==> src/rtl/pcs_sync_link_controller_if.sv <==
// Status/control bundle between the PMA/management side and the sync link controller.
// Scalar clock and reset are carried as plain ports on the controller.
interface pcs_sync_link_controller_if #(parameter int CNT_W = 8);
  logic             signal_detect_raw;
  logic             mr_loopback;
  logic             code_sync_status;
  logic             cnt_clr;
  logic             signal_detect;
  logic             sync_rst_n;
  logic             link_up;
  logic [2:0]       state;
  logic [CNT_W-1:0] loss_count;
  logic [CNT_W-1:0] timeout_count;

  modport master (
    output signal_detect_raw, mr_loopback, code_sync_status, cnt_clr,
    input  signal_detect, sync_rst_n, link_up, state, loss_count, timeout_count
  );

  modport slave (
    input  signal_detect_raw, mr_loopback, code_sync_status, cnt_clr,
    output signal_detect, sync_rst_n, link_up, state, loss_count, timeout_count
  );
endinterface

==> src/rtl/pcs_sync_link_controller.sv <==
// 1000BASE-X receive sync sequencer: debounces signal detect, resets the
// synchronizer, times acquisition, retries and reports link state.
//
//   state        | meaning
//   WAIT_SIGNAL  | no effective signal detect; synchronizer held in reset
//   RESET_SYNC   | synchronizer reset pulse, RESET_CYCLES long
//   WAIT_SYNC    | synchronizer running, waiting up to SYNC_TIMEOUT for sync
//   LINK_UP      | code sync acquired
//   HOLDOFF      | back-off after timeout or sync loss before retrying
module pcs_sync_link_controller #(
  parameter int DEBOUNCE_CYCLES = 4,
  parameter int RESET_CYCLES    = 4,
  parameter int SYNC_TIMEOUT    = 64,
  parameter int HOLDOFF_CYCLES  = 16,
  parameter int CNT_W           = 8
) (
  input logic                          clk,
  input logic                          mr_main_reset,
  pcs_sync_link_controller_if.slave    bus
);

  localparam int MAX_A = (SYNC_TIMEOUT > HOLDOFF_CYCLES) ? SYNC_TIMEOUT : HOLDOFF_CYCLES;
  localparam int MAX_T = (MAX_A > RESET_CYCLES) ? MAX_A : RESET_CYCLES;
  localparam int TMR_W = $clog2(MAX_T) + 1;
  localparam int DB_W  = $clog2(DEBOUNCE_CYCLES) + 1;

  typedef enum logic [2:0] {
    S_WAIT_SIGNAL = 3'd0,
    S_RESET_SYNC  = 3'd1,
    S_WAIT_SYNC   = 3'd2,
    S_LINK_UP     = 3'd3,
    S_HOLDOFF     = 3'd4
  } state_t;

  state_t             state_q, state_d;
  logic [TMR_W-1:0]   timer_q, timer_d;
  logic [DB_W-1:0]    db_cnt_q, db_cnt_d;
  logic               sd_q, sd_d;
  logic               sync_rst_n_q, sync_rst_n_d;
  logic               link_up_q, link_up_d;
  logic [CNT_W-1:0]   loss_q, loss_d;
  logic [CNT_W-1:0]   tmo_q, tmo_d;
  logic               sd_eff, timer_tc, loss_inc, tmo_inc;

  assign sd_eff   = bus.mr_loopback | sd_q;
  assign timer_tc = (timer_q == '0);

  always_ff @(posedge clk or negedge mr_main_reset) begin
    if (!mr_main_reset) begin
      state_q      <= S_WAIT_SIGNAL;
      timer_q      <= '0;
      db_cnt_q     <= '0;
      sd_q         <= 1'b0;
      sync_rst_n_q <= 1'b0;
      link_up_q    <= 1'b0;
      loss_q       <= '0;
      tmo_q        <= '0;
    end else begin
      state_q      <= state_d;
      timer_q      <= timer_d;
      db_cnt_q     <= db_cnt_d;
      sd_q         <= sd_d;
      sync_rst_n_q <= sync_rst_n_d;
      link_up_q    <= link_up_d;
      loss_q       <= loss_d;
      tmo_q        <= tmo_d;
    end
  end

  always_comb begin
    state_d  = state_q;
    timer_d  = timer_tc ? '0 : timer_q - 1'b1;
    db_cnt_d = '0;
    sd_d     = sd_q;
    loss_inc = 1'b0;
    tmo_inc  = 1'b0;

    // Raw must disagree for DEBOUNCE_CYCLES consecutive cycles before we follow it.
    if (bus.signal_detect_raw != sd_q) begin
      if (db_cnt_q == DB_W'(DEBOUNCE_CYCLES - 1)) begin
        sd_d = ~sd_q;
      end else begin
        db_cnt_d = db_cnt_q + 1'b1;
      end
    end

    case (state_q)
      S_WAIT_SIGNAL: begin
        if (sd_eff) begin
          state_d = S_RESET_SYNC;
          timer_d = TMR_W'(RESET_CYCLES - 1);
        end
      end
      S_RESET_SYNC: begin
        if (timer_tc) begin
          state_d = S_WAIT_SYNC;
          timer_d = TMR_W'(SYNC_TIMEOUT - 1);
        end
      end
      S_WAIT_SYNC: begin
        if (bus.code_sync_status) begin
          state_d = S_LINK_UP;
        end else if (timer_tc) begin
          state_d = S_HOLDOFF;
          timer_d = TMR_W'(HOLDOFF_CYCLES - 1);
          tmo_inc = 1'b1;
        end
      end
      S_LINK_UP: begin
        if (!bus.code_sync_status) begin
          state_d  = S_HOLDOFF;
          timer_d  = TMR_W'(HOLDOFF_CYCLES - 1);
          loss_inc = 1'b1;
        end
      end
      S_HOLDOFF: begin
        if (timer_tc) begin
          state_d = S_RESET_SYNC;
          timer_d = TMR_W'(RESET_CYCLES - 1);
        end
      end
      default: begin
        state_d = S_WAIT_SIGNAL;
        timer_d = '0;
      end
    endcase

    // Losing signal detect overrides every other transition.
    if (!sd_eff && state_q != S_WAIT_SIGNAL) begin
      state_d  = S_WAIT_SIGNAL;
      timer_d  = '0;
      tmo_inc  = 1'b0;
      loss_inc = (state_q == S_LINK_UP);
    end

    if (bus.cnt_clr)                   loss_d = '0;
    else if (loss_inc && ~&loss_q)     loss_d = loss_q + 1'b1;
    else                               loss_d = loss_q;

    if (bus.cnt_clr)                   tmo_d = '0;
    else if (tmo_inc && ~&tmo_q)       tmo_d = tmo_q + 1'b1;
    else                               tmo_d = tmo_q;

    sync_rst_n_d = (state_d == S_WAIT_SYNC) || (state_d == S_LINK_UP);
    link_up_d    = (state_d == S_LINK_UP);
  end

  assign bus.signal_detect = sd_q;
  assign bus.sync_rst_n    = sync_rst_n_q;
  assign bus.link_up       = link_up_q;
  assign bus.state         = state_q;
  assign bus.loss_count    = loss_q;
  assign bus.timeout_count = tmo_q;

endmodule

==> src/flat_wrapper.sv <==
// flat-port wrapper written by rule: the top's interface ports become plain ports
module pcs_sync_link_controller_flat 
#(
  parameter int DEBOUNCE_CYCLES = 4,
  parameter int RESET_CYCLES    = 4,
  parameter int SYNC_TIMEOUT    = 64,
  parameter int HOLDOFF_CYCLES  = 16,
  parameter int CNT_W           = 8
)
  (clk, mr_main_reset, bus_signal_detect_raw, bus_mr_loopback, bus_code_sync_status, bus_cnt_clr, bus_signal_detect, bus_sync_rst_n, bus_link_up, bus_state, bus_loss_count, bus_timeout_count);
  pcs_sync_link_controller_if #(.CNT_W(CNT_W)) bus_i ();
  input logic clk;
  input logic mr_main_reset;
  input wire logic [$bits(bus_i.signal_detect_raw)-1:0] bus_signal_detect_raw;
  input wire logic [$bits(bus_i.mr_loopback)-1:0] bus_mr_loopback;
  input wire logic [$bits(bus_i.code_sync_status)-1:0] bus_code_sync_status;
  input wire logic [$bits(bus_i.cnt_clr)-1:0] bus_cnt_clr;
  output wire logic [$bits(bus_i.signal_detect)-1:0] bus_signal_detect;
  output wire logic [$bits(bus_i.sync_rst_n)-1:0] bus_sync_rst_n;
  output wire logic [$bits(bus_i.link_up)-1:0] bus_link_up;
  output wire logic [$bits(bus_i.state)-1:0] bus_state;
  output wire logic [$bits(bus_i.loss_count)-1:0] bus_loss_count;
  output wire logic [$bits(bus_i.timeout_count)-1:0] bus_timeout_count;
  assign bus_i.signal_detect_raw = bus_signal_detect_raw;
  assign bus_i.mr_loopback = bus_mr_loopback;
  assign bus_i.code_sync_status = bus_code_sync_status;
  assign bus_i.cnt_clr = bus_cnt_clr;
  assign bus_signal_detect = bus_i.signal_detect;
  assign bus_sync_rst_n = bus_i.sync_rst_n;
  assign bus_link_up = bus_i.link_up;
  assign bus_state = bus_i.state;
  assign bus_loss_count = bus_i.loss_count;
  assign bus_timeout_count = bus_i.timeout_count;
  pcs_sync_link_controller #(.DEBOUNCE_CYCLES(DEBOUNCE_CYCLES), .RESET_CYCLES(RESET_CYCLES), .SYNC_TIMEOUT(SYNC_TIMEOUT), .HOLDOFF_CYCLES(HOLDOFF_CYCLES), .CNT_W(CNT_W)) u_core (.clk(clk), .mr_main_reset(mr_main_reset), .bus(bus_i));
endmodule
==> config.mk <==
export PLATFORM = sky130hd
export DESIGN_NAME = pcs_sync_link_controller_flat
export DESIGN_NICKNAME = d
export VERILOG_FILES = /design/src/rtl/pcs_sync_link_controller_if.sv /design/src/rtl/pcs_sync_link_controller.sv /design/src/flat_wrapper.sv
export SDC_FILE = /design/constraint.sdc
export NUM_CORES = 1
export LEC_CHECK = 0
export ABC_CLOCK_PERIOD_IN_PS = 1800
export CORE_UTILIZATION = 44
export DETAILED_ROUTE_END_ITERATION = 6
export PLACE_DENSITY_LB_ADDON = 0.25
export SETUP_SLACK_MARGIN = 0.05
export SYNTH_ARGS = -nofsm -noshare
export SYNTH_HDL_FRONTEND = slang
export SYNTH_SLANG_ARGS = --single-unit
==> constraint.sdc <==
create_clock -name clk -period 1.8 [get_ports clk]
set_clock_uncertainty 0.05 [all_clocks]
set_input_delay 0.18 -clock clk [delete_from_list [all_inputs] [get_ports clk]]
set_output_delay 0.18 -clock clk [all_outputs]
set_load 0.01 [all_outputs]
# After elaboration in Yosys (flattened, before gate mapping)
# Index checks and enable logic that the tools add are counted.
[totals] in_bits=6 reg_bits=32 word_cells=67 output_inout_bits=22
[classes] addsub=4 reduce_logical=15 bitwise_logic=2 mux=30 eq_ne=8
[op_table] op="7-bit two-way mux" n=8
[op_table] op="7-bit case mux with 5 select lines" n=1
[op_table] op="8-bit two-way mux" n=4
[op_table] op="3-bit two-way mux" n=9
[op_table] op="8-bit by 1-bit adder with 8-bit output, second input constant" n=2
[op_table] op="8-bit AND reduction" n=2
[op_table] op="3-bit by 2-bit == test with 1-bit output, second input constant" n=5
[op_table] op="3-bit case mux with 5 select lines" n=1
[op_table] op="7-bit logical NOT" n=1
[op_table] op="1-bit two-way mux" n=7
[op_table] op="7-bit by 1-bit subtractor with 7-bit output, second input constant" n=1
[op_table] op="2-bit nonzero test" n=2
[op_table] op="3-bit by 1-bit adder with 3-bit output, second input constant" n=1
[op_table] op="3-bit by 1-bit == test with 1-bit output, second input constant" n=1
[op_table] op="3-bit == test, second input constant" n=1
[op_table] op="1-bit logical AND" n=3
[op_table] op="1-bit logical NOT" n=3
[op_table] op="3-bit logical NOT" n=1
[op_table] op="3-bit nonzero test" n=1
[op_table] op="2-bit AND reduction" n=1
[op_table] op="1-bit logical OR" n=1
[op_table] op="1-bit != test" n=1
[op_table] op="1-bit NOT" n=1
[op_table] op="1-bit bitwise OR" n=1

# Logic depth before layout (Yosys ltp)
[logic_depth] depth_word=8 mapped_depth=7

# Least setup slack after synthesis
# OpenSTA, ideal clock, no wires.
[synth_path] path_kind="reg2reg" startpoint="reg u_core.timer_q[0]" endpoint="reg u_core.tmo_q[5], in the netlist u_core.bus.timeout_count[5]" t_required_ns=1.672 setup_ns=0.078 slack_ns=-0.133 n_path_buf=0 arrival_time_ns=1.805 stages_incl_launch_ff=7 cell_sequence="dfrtp_1 inv_1 ha_1 nor3b_4 nand4_4 or4_1 a21oi_1"
[synth_between] elab_chain_cells=7
[synth_lines] item="from (decl)" line="pcs_sync_link_controller.sv:36" text="logic [TMR_W-1:0] timer_q, timer_d;"
[synth_lines] item="from (signal assigned)" line="pcs_sync_link_controller.sv:60" text="timer_q <= timer_d;"
[synth_lines] item="7-bit logical NOT" line="pcs_sync_link_controller.sv:46" text="assign timer_tc = (timer_q == '0);"
[synth_lines] item="1-bit two-way mux" line="pcs_sync_link_controller.sv:103" text="end else if (timer_tc) begin"
[synth_lines] item="1-bit two-way mux" line="pcs_sync_link_controller.sv:101" text="if (bus.code_sync_status) begin"
[synth_lines] item="1-bit two-way mux" line="pcs_sync_link_controller.sv:87" text="case (state_q)"
[synth_lines] item="1-bit two-way mux" line="pcs_sync_link_controller.sv:129" text="if (!sd_eff && state_q != S_WAIT_SIGNAL) begin"
[synth_lines] item="1-bit logical AND" line="pcs_sync_link_controller.sv:141" text="else if (tmo_inc && ~&tmo_q) tmo_d = tmo_q + 1'b1;"
[synth_lines] item="2-bit nonzero test (no source line)"
[synth_lines] item="to (signal assigned)" line="pcs_sync_link_controller.sv:66" text="tmo_q <= tmo_d;"
[synth_lines] item="to (decl)" line="pcs_sync_link_controller.sv:42" text="logic [CNT_W-1:0] tmo_q, tmo_d;"
# Every way passes these cells.
# A chain may end at the register's enable or synchronous reset.

# Final worst setup path
[layout_path] startpoint="reg u_core.timer_q[1]" endpoint="reg u_core.tmo_q[7], in the netlist u_core.bus.timeout_count[7]"
# The elaborated chain is that of the path after synthesis.

==> flow_metrics.env <==
export IMPL_htreeDepth=2
export IMPL_final_cell_mix="30 x dfrtp_1, 28 x buf_4, 27 x clkdlybuf4s50_1, 24 x a21oi_1"
export IMPL_worst_setup_path_start_kind="flip-flop"
export IMPL_maxSlewViolCount=0
export IMPL_start_util=0.4635
export IMPL_pwr_share_seq=0.290
export IMPL_crit_type="flip-flop to flip-flop"
export IMPL_synthSimpleGateAreaFrac=0.2601
export IMPL_areaGrowthSynthToFinish_pct=38.46
export IMPL_synth_compound_area_frac=0.2156
export IMPL_async_reset_ff_frac=1.000
export IMPL_hpwl_um=3051
export IMPL_yosys_register_bits=32
export IMPL_grt_max_degree=33
export IMPL_yosysSeqAreaShare=0.4258
export IMPL_fin_cells=311
export IMPL_pwr_share_clk=0.231
export IMPL_synth_net_count=214
export IMPL_path_clk_slew_ns=0.07
export IMPL_chipWidth_um=67.38
export IMPL_fillCellCount=343
export IMPL_crit_fanout=8
export IMPL_num_nets_final=270
export IMPL_p_per_area_nw_per_um2=1261
export IMPL_cts_buffer_depth=2
export IMPL_dp_cells=299
export IMPL_ff2ff_setup_slack_ns=-0.08
export IMPL_crit_slowest_cell="or4_4"
export IMPL_switchingPower_w=0.001208
export IMPL_muxShareOfSynthArea=0.01131
export IMPL_dr_pass1_iters=4
export IMPL_cts_tree="done"
export IMPL_grt_pass1_wl_um=7555
export IMPL_die_area_um2=4539
export IMPL_coreArea_um2=4058
export IMPL_dpl_cell_area_um2=2400
export IMPL_portBuffers=27
export IMPL_power_w=0.003284
export IMPL_worstPathArrival_ns=2.04
export IMPL_fp_dieH_um=67.38
export IMPL_gp_congestion=0.8588
export IMPL_grt_pass1_vias=1578
export IMPL_cts_inserted_buffers=5
export IMPL_rsz0062_at_grt="yes"
export IMPL_violations="negative setup slack"
export IMPL_fin_crit_sh=1.043
export IMPL_avgViaCountPerCell=5.707
export IMPL_synth_ff_type="dfrtp_1"
export IMPL_status="finished, violations left"
export IMPL_ir_drop_mv=0.6804
export IMPL_synth_distinct_cells=52
export IMPL_first_iter_violations=127
export IMPL_wl_um=4633
export IMPL_intPower_w=0.002075
export IMPL_hold_viol=0
export IMPL_cts_sinks=32
export IMPL_overflow=0
export IMPL_num_rows=23
export IMPL_synthCells=204
export IMPL_synth_top_family_by_area="simple AND/OR/NAND/NOR gates"
export IMPL_p_comb_frac=0.479
export IMPL_drive_gt1_frac=0.2375
export IMPL_synth_fa_ha_area_frac=0.02661
export IMPL_final_area_um2=2604
export IMPL_maxCapViolations=0
export IMPL_num_vias=1775
export IMPL_setup_tns_ns=-0.1944
export IMPL_wire_per_inst_um=14.90
export IMPL_tightest_slew_ns=0.6266
export IMPL_crit_path_max_incr_delay_ns=0.55
export IMPL_final_common_cell="dfrtp_1"
export IMPL_slew_limit_headroom=0.5809
export IMPL_avgSynthCellArea_um2=9.218
export IMPL_cp_cell_sequence="inv_2 -> ha_4 -> nor3b_4 -> nand4_4 -> or4_4 -> a21oi_2"
export IMPL_final_core_util=0.6417
export IMPL_grt_total_usage=0.2251
export IMPL_cts_hold_fix_buffers=0
export IMPL_fmax_mhz=532.7
export IMPL_setup_viol=4
export IMPL_total_leakage_power_nw=1.046
export IMPL_drtAntennaViolNets=0
export IMPL_synth_xor_area_frac=0.02329
export IMPL_ios=28
export IMPL_clkLatencyLatePin_ns=0.29
export IMPL_syn_area_um2=1881
export IMPL_critPathRequiredTime_ns=1.96
export IMPL_yosysWarningCount=0
export IMPL_drc=0
export IMPL_grt_antenna_before_repair=0
export IMPL_setup_slack_ns=-0.07731
export IMPL_cp_end_kind="flip-flop"
export IMPL_netSwitchingFraction=0.3680
export IMPL_antennaDiodeCount=0
export IMPL_synth_edff_count=0
export IMPL_period_needed_ns=1.877
export IMPL_cts_root_buf="clkbuf_8"
export IMPL_hold_class="input port to async pin"
==> Yosys cell counts (2+ instances only) <==
master | n | share of area
nand2_1 | 13 | 0.026
nor3b_1 | 2 | 0.0080
a21oi_1 | 27 | 0.072
a31oi_1 | 4 | 0.013
a211oi_1 | 3 | 0.012
dfrtp_1 | 32 | 0.43
xor2_1 | 3 | 0.014
nor4_1 | 3 | 0.010
and3_1 | 2 | 0.0067
ha_1 | 4 | 0.027
or2_2 | 2 | 0.0067
or4_1 | 8 | 0.032
nand3b_1 | 4 | 0.016
nand3_1 | 9 | 0.024
xnor2_1 | 2 | 0.0093
and2_1 | 2 | 0.0067
buf_2 | 2 | 0.0053
nor3_1 | 5 | 0.013
clkbuf_1 | 5 | 0.010
or3_1 | 2 | 0.0067
o21ai_0 | 15 | 0.040
inv_1 | 7 | 0.014
o31ai_1 | 7 | 0.028
nor2_1 | 13 | 0.026
==> worst max-delay path, delay by kind of cell (launching register included) <==
family,cells,cell delay [ns]
AOI/OAI and AO/OA,1,0.12
and+or+nand+nor,3,1.03
buffers and inverters,1,0.09
DFF,1,0.39
adders and majority gates,1,0.13
==> final timing paths <==
kind / to / cells after the start / start
worst max-delay path: u_core.bus.timeout_count[7] / 6 / u_core.timer_q[1]
worst min-delay path: u_core.db_cnt_q[0] / 2 / mr_main_reset
worst max register to register: u_core.bus.timeout_count[7] / 6 / u_core.timer_q[1]
worst min register to register: u_core.db_cnt_q[0] / 1 / u_core.db_cnt_q[0]
max in group asynchronous: u_core.bus.timeout_count[0] / 2 / mr_main_reset
min in group clk: u_core.db_cnt_q[0] / 1 / u_core.db_cnt_q[0]
==> area by class of cell <==
type / count / area (um^2) / share of cell area
clock buffer: 7 / 96.34 / 0.03700
clock inverter: 1 / 30.03 / 0.01153
multi-input combinational: 157 / 1082 / 0.4157
sequential: 32 / 803.3 / 0.3085
tap: 50 / 62.56 / 0.02403
timing repair buffer: 57 / 503.0 / 0.1932
inverter: 7 / 26.28 / 0.01009
==> logic make-up (layout without fill, tap and decap cells) <==
| group | after synthesis | after routing |
|---|---|---|
| AOI/OAI and AO/OA | 67 | 67 |
| xor gates and xnor gates | 5 | 5 |
| adders and majority gates | 4 | 4 |
| buffers and inverters | 16 | 72 |
| DFF | 32 | 32 |
| muxes | 2 | 2 |
| and+or+nand+nor | 78 | 79 |
==> per-stage QoR <==
step,hold slack [ns],setup slack (ns)
after global placement,0.3812,-0.1496
after global routing,0.3101,-0.1466
after CTS,0.2732,-0.04369
final,0.2511,-0.07731
after detailed placement,0.3894,-0.1690
after floorplan,-0.1656,-0.02054
==> registers in the layout, indices dropped and copies added (netlist names) <==
name	cells
u_core.bus.loss_count	8
u_core.bus.timeout_count	8
u_core.timer_q	7
u_core.bus.state	3
u_core.db_cnt_q	3
u_core.bus.link_up	1
u_core.bus.signal_detect	1
u_core.bus.sync_rst_n	1
==> power groups by stage <==
stage	clock (W)	combinational [W]	sequential, W
floorplan	0	0.000826	0.00101
global placement	0	0.00140	0.000960
detailed placement	0	0.00141	0.000965
CTS	0.000780	0.00148	0.000952
global route	0.000816	0.00173	0.000974
finish	0.000757	0.00157	0.000954
==> timing repair <==
item,CTS,global route
resized for setup,6,9
setup buffers,1,2
pin swaps,2,12
cloned,1,0
endpoints found under the setup margin,16,15
endpoints found under the hold margin,0,0
==> layer usage <==
metal	global-route usage	vias up	wire, um
met5	0	-	0
met2	0.3538	46	2181
met3	0.04561	5	190
met1	0.3113	851	2209
met4	0.06383	0	51
li1	-	873	-
Power figures use the tool's default switching activity.
